`src/rtl/mem_arbiter.sv`:
```
// rtl/mem_arbiter.sv - single memory port arbiter between IFU (read-only) and LSU (read/write)
// Define MEM_ARB_RR_EN to replace fixed LSU priority with round-robin arbitration.
module mem_arbiter #(
    parameter int ADDR_W = 32,
    parameter int DATA_W = 32
) (
    input  logic              clk,
    input  logic              rst,
    input  logic              ifu_req_valid,
    output logic              ifu_req_ready,
    input  logic [ADDR_W-1:0] ifu_addr,
    output logic              ifu_resp_valid,
    input  logic              ifu_resp_ready,
    output logic [DATA_W-1:0] ifu_rdata,
    input  logic              lsu_req_valid,
    output logic              lsu_req_ready,
    input  logic [ADDR_W-1:0] lsu_addr,
    input  logic              lsu_wen,
    input  logic [DATA_W-1:0] lsu_wdata,
    input  logic [1:0]        lsu_size,
    output logic              lsu_resp_valid,
    input  logic              lsu_resp_ready,
    output logic [DATA_W-1:0] lsu_rdata,
    output logic              mem_req_valid,
    input  logic              mem_req_ready,
    output logic [ADDR_W-1:0] mem_addr,
    output logic              mem_wen,
    output logic [DATA_W-1:0] mem_wdata,
    output logic [1:0]        mem_size,
    input  logic              mem_resp_valid,
    output logic              mem_resp_ready,
    input  logic [DATA_W-1:0] mem_rdata
);

    typedef enum logic [1:0] {
        S_IDLE,
        S_REQ,
        S_RESP
    } state_t;

    localparam logic GNT_IFU = 1'b0;
    localparam logic GNT_LSU = 1'b1;

    state_t state_q, state_d;
    logic   grant_q, grant_d;

    always_ff @(posedge clk or posedge rst) begin
        if (rst) begin
            state_q <= S_IDLE;
            grant_q <= GNT_IFU;
        end else begin
            state_q <= state_d;
            grant_q <= grant_d;
        end
    end

`ifdef MEM_ARB_RR_EN
    logic last_grant_q, last_grant_d;

    always_ff @(posedge clk or posedge rst) begin
        if (rst) begin
            last_grant_q <= GNT_IFU;
        end else begin
            last_grant_q <= last_grant_d;
        end
    end
`endif

    // Payload follows the grant register; the IFU only ever issues word reads.
    always_comb begin
        mem_addr  = (grant_q == GNT_LSU) ? lsu_addr  : ifu_addr;
        mem_wen   = (grant_q == GNT_LSU) ? lsu_wen   : 1'b0;
        mem_wdata = (grant_q == GNT_LSU) ? lsu_wdata : '0;
        mem_size  = (grant_q == GNT_LSU) ? lsu_size  : 2'd2;
    end

    assign ifu_rdata = mem_rdata;
    assign lsu_rdata = mem_rdata;

    always_comb begin
        state_d        = state_q;
        grant_d        = grant_q;
`ifdef MEM_ARB_RR_EN
        last_grant_d   = last_grant_q;
`endif
        mem_req_valid  = 1'b0;
        ifu_req_ready  = 1'b0;
        lsu_req_ready  = 1'b0;
        ifu_resp_valid = 1'b0;
        lsu_resp_valid = 1'b0;
        mem_resp_ready = 1'b0;
        case (state_q)
            S_IDLE: begin
                if (lsu_req_valid || ifu_req_valid) begin
                    state_d = S_REQ;
`ifdef MEM_ARB_RR_EN
                    if (lsu_req_valid && ifu_req_valid) begin
                        grant_d = ~last_grant_q;
                    end else begin
                        grant_d = lsu_req_valid;
                    end
`else
                    grant_d = lsu_req_valid;
`endif
                end
            end
            S_REQ: begin
                // Grant is held even if the requester drops valid here.
                mem_req_valid = 1'b1;
                if (grant_q == GNT_LSU) begin
                    lsu_req_ready = mem_req_ready;
                end else begin
                    ifu_req_ready = mem_req_ready;
                end
                if (mem_req_ready) begin
                    state_d = S_RESP;
`ifdef MEM_ARB_RR_EN
                    last_grant_d = grant_q;
`endif
                end
            end
            S_RESP: begin
                if (grant_q == GNT_LSU) begin
                    lsu_resp_valid = mem_resp_valid;
                    mem_resp_ready = lsu_resp_ready;
                end else begin
                    ifu_resp_valid = mem_resp_valid;
                    mem_resp_ready = ifu_resp_ready;
                end
                if (mem_resp_valid && mem_resp_ready) begin
                    state_d = S_IDLE;
                end
            end
            default: begin
                state_d = S_IDLE;
            end
        endcase
    end

endmodule

```
`config.mk`:
```
export PLATFORM = sky130hd
export DESIGN_NAME = mem_arbiter
export DESIGN_NICKNAME = d
export VERILOG_FILES = /design/src/rtl/mem_arbiter.sv
export SDC_FILE = /design/constraint.sdc
export NUM_CORES = 1
export LEC_CHECK = 0
export CAP_MARGIN = 20
export CORE_AREA = 2 2 108 110
export CTS_BUF_LIST = sky130_fd_sc_hd__clkbuf_2
export DETAILED_ROUTE_END_ITERATION = 10
export DIE_AREA = 0 0 110 112
export MAX_ROUTING_LAYER = met4
export SYNTH_ARGS = -nofsm -noshare
export SYNTH_HDL_FRONTEND = slang
export SYNTH_SLANG_ARGS = --single-unit
```
`constraint.sdc`:
```
create_clock -name clk -period 1.3 [get_ports clk]
set_input_delay 0.195 -clock clk [delete_from_list [all_inputs] [get_ports clk]]
set_output_delay 0.195 -clock clk [all_outputs]
set_load 0.01 [all_outputs]
```
==> flow_summary.yaml <==
placement:
  dp_hpwl_mm: 4.35
  post_dp_cell_area_mm2: 0.00291
  gp_congestion: 0.634
  portBuffers: 179
clock_tree:
  cts-root-buf: "clkbuf_2"
  clkTransAtPathRegs_ps: 40
  htree_levels: 1
  cts_tree: "done"
  cts.sinks: 3
  worstSkewPairLatency_ps: 210
  cts_buffers: 3
  cts_hold_buf: 0
  cts.path.max_buffers: 2
grt:
  grt_use_total_pct: 7.80
  grt_pass1_vias: 1438
  grt_overflow_total: 0
  antenna_found_initial: 0
  grt_max_degree: 32
  grt_pass1_wl_mm: 7.31
status:
  outcome: "finished, violations left"
  violations: "setup timing"
setup_path:
  crit_path_max_fanout: 8
  ff2ff_setup_slack_ps: -10
  r2r-end: "state_q[1]"
  crit_required_ps: 1110
  worst_r2r_path_depth: 5
  crit_type: "flop to primary output"
  cpMostUsedCell: "buf_12"
  crit_path_cell_trace: "buf_12 -> buf_12 -> buf_4 -> mux2_4 -> buf_6"
  slowest_delay_ps: 460
  cp-start-kind: "flop"
  timing.rr.start: "grant_q"
  worstSetupEndpointType: "primary output"
  cp.arrival_ps: 1510
  slowest_stage: "dfrtp_2"
timing:
  hold_viol: 0
  finClkSkew_ps: 0.356
  setup_ws_ps: -406
  period_share_pct: 131
  drv_slew: 0
  setup_violations: 72
  maxSlewHeadroom_pct: 84.5
  fin_crit_ps: 1710
  rsz0062_at_grt: "yes"
  hold_ws_ps: 167
  fmax_mhz: 586
  worstMarginPinSlew_ps: 231
detailed_routing:
  wl_mm: 5.81
  antenna_left: 0
  wl_per_cell_um: 13.1
  vias_per_cell: 3.47
  drt_iter0_drc: 27
  drt-pass1-iter-count: 4
  route.vias.total: 1538
  drc: 0
synthesis:
  netlist_top_cells_count: "buf_4, and2_1, mux2_4"
  avgSynthCellArea_um2: 9.07
  netlist.area_leader.share_pct: 33.3
  netlist_area_mm2: 0.00144
  ys_ff_latch: 3
  synth_edf_count: 0
  ys_types: 22
  yosys_warnings: 0
  synth_area_leaders: "buf_4, mux2_4, and2_1"
  postSynthCellCount: 159
  yosysSeqAreaShare_pct: 5.21
  synthFlopType: "dfrtp_1"
  async_reset_ff_share_pct: 100
  yosysMostFrequentCell: "buf_4"
  synth_nets: 298
  synth_largest_area_cell: "buf_4"
final_layout:
  nets: 440
  antenna_cells: 0
  stdcell_area_mm2: 0.00313
  syn2layout_area_growth_pct: 117
  drive_gt1_share_pct: 49.7
pwr:
  p_total_uw: 4840
  p_leak_uw: 0.00147
  seq_power_share_pct: 4.2
  p_comb_share_pct: 93.1
  p_per_area_mw_per_mm2: 1550
  p_int_uw: 3100
  peakVddDrop_mv: 0.475
  p_sw_share_pct: 35.9
  p_sw_uw: 1740
  power_frac_clock_pct: 2.7
floorplan:
  core.rowCount: 39
  io_pins: 276
  start_util_pct: 12.9
  coreArea_mm2: 0.0112
  dieHeight_um: 112
  die-area_mm2: 0.0123
  die_w_um: 110
worst_hold_path:
  hold_class: "primary input to asynchronous set/reset pin"
run:
  maxCapViolCount: 0
registers in the layout (all words and copies together) (netlist names):
signal	cells
state_q	2
grant_q	1
critical path, delay by kind of cell (launching register included):
family / cells / cell delay (ps)
multiplexers: 1 / 290
buffers and inverters: 4 / 550
flip-flops: 1 / 460
per-stage QoR:
step	worst slack [ps]	TNS, ps	utilization, %	std cells
floorplan	136	0	-	159
global placement	-363	-19680	26.1	415
detailed placement	-382	-20200	26.1	415
CTS	-540	-23730	26.6	424
global route	-474	-20500	28.0	443
finish	-406	-14700	28.0	443
layer usage:
metal / wire length (um) / track usage (%)
met5: 0 / -
met4: 86 / 2.70
met3: 881 / 3.51
met2: 2910 / 13.6
met1: 1930 / 7.51
cell usage in the layout (no fill, tap or decap), drive strengths merged, types with 2 or more instances in the layout:
cell	synthesis	final
clkbuf	0	22
nand2b	2	2
dfrtp	3	3
mux2	32	32
nand2	2	2
buf	72	78
clkdlybuf4s50	0	106
and2	34	34
nor2	3	3
clkdlybuf4s15	0	5
cell families (layout without fill, tap and decap cells):
| logic type | Yosys count | after routing | share of synthesized area (%) |
|---|---|---|---|
| buffers and inverters | 73 | 214 | 39.9 |
| AO/OA/AOI/OAI | 3 | 3 | 1.48 |
| flip-flops | 3 | 3 | 5.21 |
| multiplexers | 33 | 33 | 33.5 |
| AND/OR/NAND/NOR | 47 | 47 | 19.9 |
how the worst max path moves through the flow:
stage	startpoint	end	slack [ps]	cells past startpoint
after floorplan	grant_q	ifu_resp_valid	140	3
after global placement	mem_req_ready	lsu_req_ready	-360	3
after detailed placement	grant_q	mem_addr[31]	-380	3
after CTS	grant_q	mem_resp_ready	-540	4
after global routing	grant_q	mem_addr[17]	-470	5
final	grant_q	mem_addr[16]	-410	5
layout make-up:
class,count,area (um^2)
Sequential cell,3,76.3
Timing Repair Buffer,209,2030
Inverter,1,3.75
Fill cell,1226,8050
Tap cell,143,179
Clock buffer,4,20.0
Multi-Input combinational cell,83,821
power groups by stage:
stage / Sequential (uW) / Clock (uW) / Combinational, uW
2_1_floorplan: 172 / 0 / 2140
3_3_place_gp: 187 / 0 / 3660
3_5_place_dp: 188 / 0 / 3690
4_1_cts: 190 / 138 / 3850
5_1_grt: 212 / 158 / 4810
6_report: 205 / 130 / 4500
what timing repair did:
action,in CTS,in global routing
endpoints found under the setup margin,73,73
gates resized for setup,188,119
pin swaps,2,1
cloned,1,3
buffers inserted,4,19
endpoints found under the hold margin,0,0
Power figures use the tool's default switching activity.
